<file path="config.mk">
export PLATFORM = sky130hd
export DESIGN_NAME = prefetch_queue
export DESIGN_NICKNAME = d
export VERILOG_FILES = /design/src/rtl/prefetch_queue.sv
export SDC_FILE = /design/constraint.sdc
export NUM_CORES = 1
export LEC_CHECK = 0
export CAP_MARGIN = 20
export CORE_ASPECT_RATIO = 1.1
export CORE_MARGIN = 5
export CORE_UTILIZATION = 55
export CTS_CLUSTER_DIAMETER = 100
export DETAILED_ROUTE_END_ITERATION = 16
export PLACE_DENSITY = 0.78
export SLEW_MARGIN = 20
export SYNTH_ARGS = -nofsm -noshare
export SYNTH_HDL_FRONTEND = slang
export SYNTH_SLANG_ARGS = --single-unit
</file>
<file path="constraint.sdc">
create_clock -name clock -period 11.1 [get_ports clock]
set_input_delay 1.665 -clock clock [delete_from_list [all_inputs] [get_ports clock]]
set_output_delay 1.665 -clock clock [all_outputs]
set_load 0.1 [all_outputs]
</file>
<file path="src/rtl/prefetch_queue.sv">
// prefetch_queue: fetch stage that issues sequential pmem reads ahead of the
// decoder, buffers up to DEPTH {instruction, PC} pairs and presents the oldest
// one over a valid/ready handshake. Redirect (in_set_pc) and flush (in_flush)
// empty the queue and restart fetching from the new target or the oldest
// unconsumed PC respectively.
module prefetch_queue #(
    parameter int                  PC_WIDTH     = 12,
    parameter int                  PMEM_WIDTH   = 16,
    parameter int                  PC_INCREMENT = 2,
    parameter int                  DEPTH        = 4,
    parameter int                  CNT_WIDTH    = 3,
    parameter logic [PC_WIDTH-1:0] RESET_PC     = '0
) (
    input  logic                  clock,
    input  logic                  reset,
    input  logic                  in_set_pc,
    input  logic [PC_WIDTH-1:0]   in_new_pc,
    input  logic                  in_flush,
    output logic                  out_pmem_req,
    output logic [PC_WIDTH-1:0]   out_pmem_addr,
    input  logic [PMEM_WIDTH-1:0] in_pmem_word,
    output logic                  out_valid,
    input  logic                  in_ready,
    output logic [PMEM_WIDTH-1:0] out_instr,
    output logic [PC_WIDTH-1:0]   out_instr_pc,
    output logic [CNT_WIDTH-1:0]  out_count
);

    localparam int PTR_WIDTH = (DEPTH > 1) ? $clog2(DEPTH) : 1;

    logic [PC_WIDTH-1:0]   fetch_pc;
    logic [PC_WIDTH-1:0]   replay_pc;
    logic [PC_WIDTH-1:0]   inflight_pc;
    logic                  inflight;
    logic [PTR_WIDTH-1:0]  rd_ptr;
    logic [PTR_WIDTH-1:0]  wr_ptr;
    logic [CNT_WIDTH-1:0]  count;
    logic [PMEM_WIDTH-1:0] instr_mem [DEPTH];
    logic [PC_WIDTH-1:0]   pc_mem    [DEPTH];

    logic                  redirect;
    logic                  push;
    logic                  pop;
    logic                  req;
    logic [CNT_WIDTH:0]    credit_used;

    // Issue, handshake and capture decisions; the credit ignores a same-cycle
    // pop so there is no combinational path from in_ready to the request.
    always_comb begin
        redirect    = in_set_pc | in_flush;
        credit_used = {1'b0, count} + {{CNT_WIDTH{1'b0}}, inflight};
        req         = ~reset & ~redirect & (credit_used < (CNT_WIDTH+1)'(DEPTH));
        out_valid   = (count != '0) & ~redirect;
        pop         = out_valid & in_ready;
        push        = inflight & ~redirect;
    end

    assign out_pmem_req  = req;
    assign out_pmem_addr = fetch_pc;
    assign out_instr     = instr_mem[rd_ptr];
    assign out_instr_pc  = pc_mem[rd_ptr];
    assign out_count     = count;

    // Fetch PC, replay PC, in-flight tracking, pointers and occupancy.
    always_ff @(posedge clock or posedge reset) begin
        if (reset) begin
            fetch_pc    <= RESET_PC;
            replay_pc   <= RESET_PC;
            inflight_pc <= '0;
            inflight    <= 1'b0;
            rd_ptr      <= '0;
            wr_ptr      <= '0;
            count       <= '0;
        end else if (redirect) begin
            // Queue and any returning read are discarded.
            rd_ptr   <= '0;
            wr_ptr   <= '0;
            count    <= '0;
            inflight <= 1'b0;
            if (in_set_pc) begin
                fetch_pc  <= in_new_pc;
                replay_pc <= in_new_pc;
            end else begin
                fetch_pc  <= replay_pc;
            end
        end else begin
            inflight <= req;
            if (req) begin
                inflight_pc <= fetch_pc;
                fetch_pc    <= fetch_pc + PC_WIDTH'(PC_INCREMENT);
            end
            if (push) begin
                wr_ptr <= wr_ptr + PTR_WIDTH'(1);
            end
            if (pop) begin
                rd_ptr    <= rd_ptr + PTR_WIDTH'(1);
                replay_pc <= pc_mem[rd_ptr] + PC_WIDTH'(PC_INCREMENT);
            end
            case ({push, pop})
                2'b10:   count <= count + CNT_WIDTH'(1);
                2'b01:   count <= count - CNT_WIDTH'(1);
                default: count <= count;
            endcase
        end
    end

    // Entry storage: returning read data and its PC written at wr_ptr.
    always_ff @(posedge clock or posedge reset) begin
        if (reset) begin
            for (int unsigned i = 0; i < DEPTH; i++) begin
                instr_mem[i] <= '0;
                pc_mem[i]    <= '0;
            end
        end else if (push) begin
            instr_mem[wr_ptr] <= in_pmem_word;
            pc_mem[wr_ptr]    <= inflight_pc;
        end
    end

    // The request credit must make a push into a full queue impossible.
    no_overflow: assert property (@(posedge clock) disable iff (reset)
        !(push && (count == CNT_WIDTH'(DEPTH))));

endmodule

</file>
==> impl_summary.txt, run 1 <==
----------------------------------------------------
[Setup path]
  Crit path cell chain ... clkdlybuf4s50_1 > nor4_1 > nand2_1 > buf_4 > inv_1 > clkdlybuf4s50_1
  Critical path data required time ... 9440 ps
  Startpoint-to-endpoint class of the critical path ... input pin to output port
  Max stage delay cell, worst path ... sky130_fd_sc_hd__clkdlybuf4s50_1
  Maximum fanout count along the critical path ... 25
  Longest individual stage delay on the worst path ... 1150 ps
  Startpoint type of the worst setup path ... input pin
  Crit path arrival time ... 4660 ps
  Most Frequent Cell on Critical Path ... sky130_fd_sc_hd__clkdlybuf4s50_1
  Type of destination of the critical path ... output port

[GRT]
  Pin count of the biggest net entering global routing ... 94
  Most Used Layer, Global Route ... met2
  Number of antenna violations at the first check in global routing ... 0
  Residual overflow from global routing ... 0
  Global routing met3 resource utilization ... 6.24%
  Number of global-route vias before repair ... 5,301
  Fraction of met2 tracks used by global routing ... 36.7%
  Met1 GRT Util ... 30.2%
  GRT Total Usage ... 22.7%
  Global-route wire length before repair ... 27,800 µm

[Logic synthesis]
  Net count of the mapped netlist ... 592
  Cell variety after synth ... 45
  Post-synthesis area per instance ... 13.2 µm²
  Ranking of synthesized cells by instance count ... sky130_fd_sc_hd__dfrtp_1 (156), sky130_fd_sc_hd__mux2_2 (112), sky130_fd_sc_hd__nand2_1 (57)
  Yosys top cell by area ... sky130_fd_sc_hd__dfrtp_1
  Synth async-reset ratio ... 100%
  Count of flip-flops with a built-in enable after synthesis ... 0
  #FFs+latches synth ... 156
  Yosys warnings ... 0
  Adder and majority gate portion of the synthesized area ... 1.30%
  Simple-gate share of the synthesized area ... 7.79%
  Cell with the most instances after synthesis ... sky130_fd_sc_hd__dfrtp_1
  Top FF cell, synth ... sky130_fd_sc_hd__dfrtp_1
  Cell Area, Synth ... 7310 µm²
  Synth Area in Compound Gates ... 6.82%
  Synthesized netlist cell count ... 552
  Synth area leaders ... sky130_fd_sc_hd__dfrtp_1 (53%), sky130_fd_sc_hd__mux2_2 (17%), sky130_fd_sc_hd__mux4_2 (8.6%), sky130_fd_sc_hd__nand2_1 (2.9%), sky130_fd_sc_hd__a31oi_1 (1.2%)
  Sequential element share of the synthesized area ... 53.4%
  Dominant combinational cell family by area after synthesis ... multiplexers
  Parity-gate share of the synthesized area counting xor and xnor cells ... 0.719%
  Post-synthesis mux area share ... 26.7%
  Area share of the largest cell type after synthesis ... 53.4%

[Clock network]
  Number of hold buffers added after CTS ... 0
  H-tree levels ... 4
  CTS buffer count ... 17
  Number of clock sinks ... 156
  Clock Root Buffer ... sky130_fd_sc_hd__clkbuf_16
  Clock transition time at the flip-flop clock pins of the worst setup and hold paths ... 50 ps
  Number of gates resized after cts ... 0
  Clock Latency Late Sink ... 420 ps
  Maximum buffer depth of the clock tree ... 2
  Post-CTS setup-driven buffer insertion count ... 0
  Clock tree from TritonCTS ... yes

[Pwr]
  Clk network pwr share ... 34.5%
  Sw Share ... 34.2%
  Net switching power ... 0.000574 W
  Relative contribution of sequential cells to total power ... 38.8%
  Power per Cell Area ... 192 nW/µm²
  Leakage power figure ... 3.98 nW
  Share of power burned in combinational logic ... 26.6%
  VDD IR max ... 0.000122 V
  Internal power ... 0.00111 W

[Outcome]
  Outcome ... finished clean

[Finish]
  Post-route standard cell area excluding fillers ... 8750 µm²
  Number of diodes added for antenna fixing ... 0
  Layout area overhead ... 19.8%
  Proportion of layout cells with a drive suffix above 1 ... 29.4%
  Fill cell total of the finished layout ... 948
  Net count of the finished layout ... 660
  Final cell count without fillers ... 793

[Floorplanning]
  Starting density of the core ... 55.8%
  Number of rows in the core area ... 44
  Overall die area ... 15,700 µm²
  Boundary Pins ... 78
  Standard cell core area ... 13,100 µm²
  Die Ht ... 131 µm
  Width of the die ... 120 µm

[Detailed routing]
  Mean number of vias per cell ... 6.15
  Via total after detailed routing ... 4,877
  Count of nets left with antenna violations after detail routing ... 0
  Final Routed Wirelength ... 16,500 µm
  Drt first-iter violations ... 452
  Average detailed-routed wire length per instance ... 20.7 µm
  TritonRoute pass-1 iters ... 5
  Count of unresolved DRC violations after routing ... 0

[STA]
  Final setup violation count ... 0
  Setup slack of the critical path after layout ... 4770 ps
  Relative max-transition margin ... 33.0%
  Final critical-path share of the clock period ... 57.0%
  Count of endpoints failing hold in the final timing report ... 0
  Final-layout setup total negative slack ... 0 ps
  Minimum clock period after layout ... 6330 ps
  Achievable clock frequency ... 0.158 GHz
  Worst hold margin ... 500 ps
  Final clock skew ... 4.75 ps
  RSZ-0062 raised after global routing ... no
  Slew Viols, Final ... 0
  Tightest Pin Transition ... 1000 ps

[Place]
  Cell area after placement ... 8150 µm²
  Global placement routability congestion ... 0.892
  Port bufs ... 77
  Hpwl dp ... 10,500 µm
  Number of cells in the design after placement ... 762
  Worst slack, placed ... 4820 ps

[Hold path]
  Path class of the lowest-slack min-delay path ... flip-flop to flip-flop

[Run]
  Max_cap viols ... 0

----------------------------------------------------
## logic make-up (layout without fill, tap and decap cells)
kind of cell             Yosys count  count (layout)
AO/OA/AOI/OAI                     75              75
XOR/XNOR                           6               6
adder cells (fa/ha/maj)            7               7
buffers and inverters             46             126
flip-flops                       156             156
multiplexers                     146             146
AND/OR/NAND/NOR                  116             116
## path summary, 6_finish.rpt
kind | startpoint | end | slack, ps | cells after the start
max in group asynchronous | reset | pc_mem[3] | 7950 | 3
min in group asynchronous | reset | out_pmem_addr[1] | 1830 | 2
max reg2reg | out_count[0] | out_count[2] | 8420 | 7
max | in_set_pc | out_pmem_req | 4770 | 6
min reg2reg | instr_mem[12] | instr_mem[12] | 500 | 1
min | instr_mem[12] | instr_mem[12] | 500 | 1
## power by group through the flow
stage	Sequential (W)	Combinational, W	Clock, W
2_1_floorplan	0.000685	0.000307	0
3_3_place_gp	0.000656	0.000442	0
3_5_place_dp	0.000660	0.000446	0
4_1_cts	0.000651	0.000450	0.000588
5_1_grt	0.000658	0.000468	0.000617
6_report	0.000652	0.000448	0.000580
## final cells by class
type / instances / area, µm² / area share, %
clock buffer: 24 / 512 / 5.85
clock inverter: 7 / 85.1 / 0.972
inverter: 13 / 67.6 / 0.772
multi-input combinational: 350 / 3170 / 36.2
sequential: 156 / 3910 / 44.6
tap: 161 / 201 / 2.30
timing repair buffer: 82 / 808 / 9.23
## flip-flops by register name, indices dropped and copies added (netlist names), 2 cells and up
register       flops
replay_pc         12
inflight_pc       12
pc_mem            48
instr_mem         64
wr_ptr             2
rd_ptr             2
out_pmem_addr     12
out_count          3
## per-layer routing
| layer | wire (µm) | vias to the layer above |
|---|---|---|
| met5 | 0 | - |
| met4 | 222 | 0 |
| met3 | 980 | 20 |
| met2 | 8170 | 170 |
| met1 | 7070 | 2512 |
| li1 | - | 2175 |
## cell usage in the layout, fill, tap and decap left out, types with 7 or more instances in the layout
| cell | n |
|---|---|
| sky130_fd_sc_hd__dfrtp_1 | 155 |
| sky130_fd_sc_hd__mux2_2 | 112 |
| sky130_fd_sc_hd__clkdlybuf4s50_1 | 77 |
| sky130_fd_sc_hd__nand2_1 | 57 |
| sky130_fd_sc_hd__mux4_2 | 28 |
| sky130_fd_sc_hd__clkbuf_16 | 17 |
| sky130_fd_sc_hd__o21ai_0 | 16 |
| sky130_fd_sc_hd__a31oi_1 | 14 |
| sky130_fd_sc_hd__nand3_1 | 12 |
| sky130_fd_sc_hd__inv_1 | 11 |
| sky130_fd_sc_hd__nor2_1 | 8 |
| sky130_fd_sc_hd__a21oi_1 | 8 |
| sky130_fd_sc_hd__a2bb2oi_1 | 8 |
| sky130_fd_sc_hd__or4_1 | 7 |
| sky130_fd_sc_hd__o22ai_1 | 7 |
| sky130_fd_sc_hd__o22a_1 | 7 |
## per-stage QoR
step | util, % | total power (W)
global route | 66.8 | 0.00174
floorplan | - | 0.000992
global placement | 62.2 | 0.00110
detailed placement | 62.2 | 0.00111
finish | 66.8 | 0.00168
CTS | 66.8 | 0.00169
## worst max-delay path, delay by kind of cell
| family | cells | cell delay, ps |
|---|---|---|
| buffers and inverters | 4 | 2290 |
| AND/OR/NAND/NOR | 2 | 700 |
Note: power is estimated with default switching activity, not from simulation.
==> run 2, diff against run 1 <==
- clock period: 11.1 -> 6.2 ns (I/O delays scaled with it)
==> impl_summary.txt, run 2 (synthesized netlist as in run 1, its figures left out) <==
----------------------------------------------------
[STA]
  Final critical-path share of the clock period ... 72.6%
  Achievable clock frequency ... 0.222 GHz
  Minimum clock period after layout ... 4500 ps
  Final clock skew ... 11.9 ps (+7.13 ps)
  Count of endpoints failing hold in the final timing report ... 0 (unchanged)
  Tightest Pin Transition ... 1110 ps (+111 ps)
  Relative max-transition margin ... 25.7% (-7.2 points)
  Final setup violation count ... 0 (unchanged)
  RSZ-0062 raised after global routing ... no
  Slew Viols, Final ... 0 (unchanged)
  Final-layout setup total negative slack ... 0 ps (unchanged)

[Setup path]
  Maximum fanout count along the critical path ... 24 (-4.0%)
  Origin of the worst setup path ... in_flush
  Cell depth of the worst flop-to-flop path ... 5 (-2)
  Max stage delay cell, worst path ... sky130_fd_sc_hd__clkdlybuf4s50_1
  Startpoint of the most critical register-to-register path ... rd_ptr[1]
  Critical path data required time ... 5270 ps (-4170 ps)
  Setup slack of the worst register-to-register path ... 3430 ps (-4990 ps)
  Startpoint-to-endpoint class of the critical path ... input pin to output port
  Crit path arrival time ... 3570 ps (-1090 ps)
  Startpoint type of the worst setup path ... input pin
  CP endpoint ... out_valid
  End of the worst register-to-register path ... replay_pc[9]
  Longest individual stage delay on the worst path ... 1140 ps (about the same)
  Most Frequent Cell on Critical Path ... sky130_fd_sc_hd__clkdlybuf4s50_1
  Type of destination of the critical path ... output port
  Crit path cell chain ... clkdlybuf4s50_1 > or2_2 > nor2_1 > clkdlybuf4s50_1

[Hold path]
  Path class of the lowest-slack min-delay path ... flip-flop to flip-flop
  Start point of the worst hold path ... pc_mem[18]

[Clock network]
  Number of gates resized after cts ... 0 (unchanged)
  Clock Latency Late Sink ... 430 ps (about the same)
  Clock transition time at the flip-flop clock pins of the worst setup and hold paths ... 60 ps (about the same)
  CTS buffer count ... 17 (unchanged)
  Number of clock sinks ... 156 (unchanged)
  Post-CTS setup-driven buffer insertion count ... 0 (unchanged)
  Clock tree from TritonCTS ... yes
  Maximum buffer depth of the clock tree ... 2 (unchanged)
  Number of hold buffers added after CTS ... 0 (unchanged)
  H-tree levels ... 4 (unchanged)
  Clock Root Buffer ... sky130_fd_sc_hd__clkbuf_16

[Detailed routing]
  Mean number of vias per cell ... 6.19 (+0.64%)
  Count of unresolved DRC violations after routing ... 0 (unchanged)
  Average detailed-routed wire length per instance ... 21.0 µm (+1.0%)
  Drt first-iter violations ... 430 (-4.9%)
  Count of nets left with antenna violations after detail routing ... 0 (unchanged)
  TritonRoute pass-1 iters ... 5 (unchanged)
  Final Routed Wirelength ... 16,700 µm (+1.4%)
  Via total after detailed routing ... 4,927 (+1.0%)

[Finish]
  Registers with the most flip-flops ... instr_mem x64, pc_mem x48
  Largest Register ... instr_mem
  Most frequent standard cell in the layout excluding fill and tap cells ... sky130_fd_sc_hd__dfrtp_1
  Final cell count without fillers ... 796 (+0.38%)
  Finished Core Util ... 66.5% (-0.26 points)
  Proportion of layout cells with a drive suffix above 1 ... 29.9% (+0.49 points)
  Layout area overhead ... 19.4%
  Net count of the finished layout ... 662 (+0.30%)
  Max reg flops ... 64 (unchanged)
  Highest-count cells in the layout ignoring fill and taps ... sky130_fd_sc_hd__dfrtp_1 (155), sky130_fd_sc_hd__mux2_2 (112), sky130_fd_sc_hd__clkdlybuf4s50_1 (76), sky130_fd_sc_hd__nand2_1 (57), sky130_fd_sc_hd__mux4_2 (28)
  Number of diodes added for antenna fixing ... 0 (unchanged)

[Floorplanning]
  Width of the die ... 120 µm (unchanged)
  Overall die area ... 15,700 µm² (unchanged)
  Standard cell core area ... 13,100 µm² (unchanged)
  Starting density of the core ... 55.8% (unchanged)
  Boundary Pins ... 78 (unchanged)
  Number of rows in the core area ... 44 (unchanged)
  Die Ht ... 131 µm (unchanged)

[Pwr]
  VDD IR max ... 0.000236 V (+93%)
  Power per Cell Area ... 337 nW/µm² (+76%)
  Leakage power figure ... 3.94 nW (-0.98%)

[Outcome]
  Outcome ... finished clean

[Place]
  Number of cells in the design after placement ... 764 (+0.26%)
  Hpwl dp ... 10,700 µm (+1.5%)
  Port bufs ... 77 (unchanged)
  Global placement routability congestion ... 0.922 (+3.4%)

[GRT]
  Number of global-route vias before repair ... 5,181 (-2.3%)
  Pin count of the biggest net entering global routing ... 108 (+15%)
  GRT Total Usage ... 22.6% (-0.11 points)
  Global-route wire length before repair ... 27,500 µm (-1.0%)
  Residual overflow from global routing ... 0 (unchanged)
  Number of antenna violations at the first check in global routing ... 0 (unchanged)

[Run]
  Max_cap viols ... 0 (unchanged)

----------------------------------------------------
[run 2: cell types whose count changed in the layout (fill, tap and decap cells not counted), sizes merged]
cell and delta:
clkinvlp +7, bufinv -1, buf +3, clkdlybuf4s50 -1
clkbuf -6, inv +1
[run 2: area by class of cell]
class	instances	area (µm²)
Tap cell	161	201
Timing Repair Buffer	84	821
Clock buffer	18	429
Multi-Input combinational cell	350	3170
Fill cell	915	4380
Sequential cell	156	3910
Inverter	13	67.6
Clock inverter	14	124
[run 2: stage by stage]
stage                     hold WS [ps]  setup slack, ps  power, W  area (µm²)
after global placement             483             1730   0.00196        8170
after floorplan                    470             1060   0.00178        7310
final                              500             1700   0.00294        8720
after global routing               520             1620   0.00305        8720
after detailed placement           491             1720   0.00198        8170
after CTS                          505             1710   0.00295        8720
[run 2: worst min-delay path by stage]
stage	cells after the start	slack, ps	to
CTS	1	510	instr_mem[16]
floorplan	2	470	replay_pc[11]
finish	1	500	pc_mem[18]
global route	1	520	pc_mem[40]
detailed placement	1	490	instr_mem[16]
global placement	1	480	instr_mem[24]
[run 2: worst max-delay path: cells and delay by family]
kind / cells / cell delay (ps)
buffers and inverters: 2 / 1840
and+or+nand+nor: 2 / 800
[run 2: per-layer routing]
metal / routed length [µm] / global-route usage (%) / up-vias
met1: 7150 / 30.4 / 2524
met3: 1120 / 6.16 / 33
met5: 0 / 0 / -
met4: 297 / 7.82 / 0
li1: - / - / 2185
met2: 8120 / 36.1 / 185
[run 2: where the power goes]
group          total (W)  switching (W)  internal (W)
registers        0.00116      0.0000649       0.00110
clock network   0.000971       0.000421      0.000550
logic           0.000804       0.000576      0.000228
==> run 3, diff against run 2 <==
- clock period: 6.2 -> 4.3 ns (I/O delays scaled with it)
==> impl_summary.txt, run 3 (synthesized netlist as in run 1, its figures left out) <==
----------------------------------------------------
[GRT]
  Number of antenna violations at the first check in global routing ... 0 (unchanged)
  Number of global-route vias before repair ... 5,339 (+3.0%)
  Global-route wire length before repair ... 27,700 µm (+0.65%)
  GRT Total Usage ... 22.6% (+0.024 points)
  Residual overflow from global routing ... 0 (unchanged)
  Pin count of the biggest net entering global routing ... 157 (+45%)

[Clock network]
  CTS buffer count ... 17 (unchanged)
  Number of clock sinks ... 156 (unchanged)
  Maximum buffer depth of the clock tree ... 2 (unchanged)
  Number of hold buffers added after CTS ... 0 (unchanged)
  Clock Latency Late Sink ... 420 ps (about the same)
  Number of gates resized after cts ... 0 (unchanged)
  Clock tree from TritonCTS ... yes
  H-tree levels ... 4 (unchanged)
  Clock transition time at the flip-flop clock pins of the worst setup and hold paths ... 50 ps (about the same)
  Post-CTS setup-driven buffer insertion count ... 0 (unchanged)
  Clock Root Buffer ... sky130_fd_sc_hd__clkbuf_16

[Setup path]
  Max stage delay cell, worst path ... sky130_fd_sc_hd__clkdlybuf4s50_1
  Maximum fanout count along the critical path ... 15 (-38%)
  Startpoint-to-endpoint class of the critical path ... input pin to output port
  Critical path data required time ... 3650 ps (-1620 ps)
  CP endpoint ... out_pmem_req
  Type of destination of the critical path ... output port
  Kind of cell adding the most delay to the critical path ... buffers and inverters
  Startpoint of the most critical register-to-register path ... rd_ptr[1]
  Startpoint type of the worst setup path ... input pin
  Longest individual stage delay on the worst path ... 670 ps (-470 ps)
  Setup slack of the worst register-to-register path ... 1540 ps (-1890 ps)
  WP depth ... 5 (+1)
  Crit path cell chain ... clkdlybuf4s50_1 > nor4_1 > nand2_1 > inv_1 > buf_12
  Crit path arrival time ... 2750 ps (-820 ps)
  End of the worst register-to-register path ... replay_pc[9]
  Cell depth of the worst flop-to-flop path ... 5 (unchanged)
  Buffering stage count on the worst path with inverters included ... 3 (+1)
  Origin of the worst setup path ... in_flush

[Detailed routing]
  TritonRoute pass-1 iters ... 5 (unchanged)
  Drt first-iter violations ... 508 (+18%)
  Count of nets left with antenna violations after detail routing ... 0 (unchanged)
  Via total after detailed routing ... 4,927 (unchanged)
  Average detailed-routed wire length per instance ... 20.9 µm (-0.44%)
  Final Routed Wirelength ... 16,600 µm (-0.32%)
  Mean number of vias per cell ... 6.18 (-0.13%)
  Count of unresolved DRC violations after routing ... 0 (unchanged)

[Pwr]
  VDD IR max ... 0.000413 V (+75%)
  Power per Cell Area ... 479 nW/µm² (+42%)
  Leakage power figure ... 4.01 nW (+1.8%)

[Finish]
  Highest-count cells in the layout ignoring fill and taps ... sky130_fd_sc_hd__dfrtp_1 (155), sky130_fd_sc_hd__mux2_2 (112), sky130_fd_sc_hd__nand2_1 (57), sky130_fd_sc_hd__clkdlybuf4s50_1 (47), sky130_fd_sc_hd__buf_4 (39)
  Max reg flops ... 64 (unchanged)
  Proportion of layout cells with a drive suffix above 1 ... 33.2% (+3.3 points)
  Layout area overhead ... 18.5%
  Final cell count without fillers ... 797 (+0.13%)
  Registers with the most flip-flops ... instr_mem x64, pc_mem x48
  Number of diodes added for antenna fixing ... 0 (unchanged)
  Net count of the finished layout ... 666 (+0.60%)
  Most frequent standard cell in the layout excluding fill and tap cells ... sky130_fd_sc_hd__dfrtp_1
  Largest Register ... instr_mem

[Floorplanning]
  Standard cell core area ... 13,100 µm² (unchanged)
  Boundary Pins ... 78 (unchanged)
  Overall die area ... 15,700 µm² (unchanged)
  Starting density of the core ... 55.8% (unchanged)
  Die Ht ... 131 µm (unchanged)
  Number of rows in the core area ... 44 (unchanged)
  Width of the die ... 120 µm (unchanged)

[Outcome]
  Outcome ... finished clean

[STA]
  Final clock skew ... 6.12 ps (-5.76 ps)
  Relative max-transition margin ... 30.6% (+4.9 points)
  RSZ-0062 raised after global routing ... no
  Count of endpoints failing hold in the final timing report ... 0 (unchanged)
  Final-layout setup total negative slack ... 0 ps (unchanged)
  Achievable clock frequency ... 0.294 GHz
  Tightest Pin Transition ... 1040 ps (-73.2 ps)
  Minimum clock period after layout ... 3400 ps
  Final critical-path share of the clock period ... 79.0%
  Final setup violation count ... 0 (unchanged)
  Slew Viols, Final ... 0 (unchanged)

[Hold path]
  Path class of the lowest-slack min-delay path ... flip-flop to flip-flop
  Start point of the worst hold path ... instr_mem[29]

[Place]
  Number of cells in the design after placement ... 768 (+0.52%)
  Port bufs ... 77 (unchanged)
  Global placement routability congestion ... 0.849 (-7.9%)
  Hpwl dp ... 11,000 µm (+3.3%)

[Run]
  Max_cap viols ... 0 (unchanged)

----------------------------------------------------
[run 3: cell count changes in the layout (fill, tap and decap cells not counted), sizes merged]
cell           change
clkbuf             +9
clkdlybuf4s50     -29
clkinvlp           -6
bufinv             -1
buf               +33
clkinv             -3
inv                -2
[run 3: cell type report]
class                      count  area (µm²)
clock buffer                  27         503
clock inverter                 2        10.0
fill                         962        4450
inverter                      13        66.3
multi-input combinational    350        3170
sequential                   156        3910
tap                          161         201
timing repair buffer          88         803
[run 3: worst min-delay path by stage]
stage	to	cells past startpoint
global route	pc_mem[37]	1
CTS	instr_mem[6]	1
global placement	instr_mem[23]	1
detailed placement	instr_mem[6]	1
finish	instr_mem[29]	1
floorplan	replay_pc[11]	2
[run 3: power by group]
group	leakage, nW	switching (W)	internal (W)	total [W]
clock	0.253	0.000534	0.000788	0.00132
combinational	1.67	0.000831	0.000307	0.00114
sequential	2.09	0.0000999	0.00159	0.00169
[run 3: per-stage QoR]
step | hold WS (ps) | power (W) | worst slack (ps) | utilization [%] | instance area [µm²]
after global placement | 483 | 0.00282 | 907 | 62.1 | 8140
after detailed placement | 491 | 0.00285 | 759 | 62.1 | 8140
after global routing | 516 | 0.00430 | 769 | 66.1 | 8660
final | 500 | 0.00415 | 904 | 66.1 | 8660
after floorplan | 470 | 0.00256 | 914 | - | 7310
after CTS | 503 | 0.00417 | 951 | 66.1 | 8660
[run 3: per-layer routing]
metal / vias to the layer above / wire length (µm) / GRT usage [%] / part of all wire (%)
met3: 30 / 935 / 4.95 / 5.6
met1: 2541 / 6980 / 29.1 / 42
li1: 2191 / - / - / -
met4: 0 / 354 / 8.69 / 2.1
met2: 165 / 8360 / 38.1 / 50
met5: - / 0 / 0 / 0
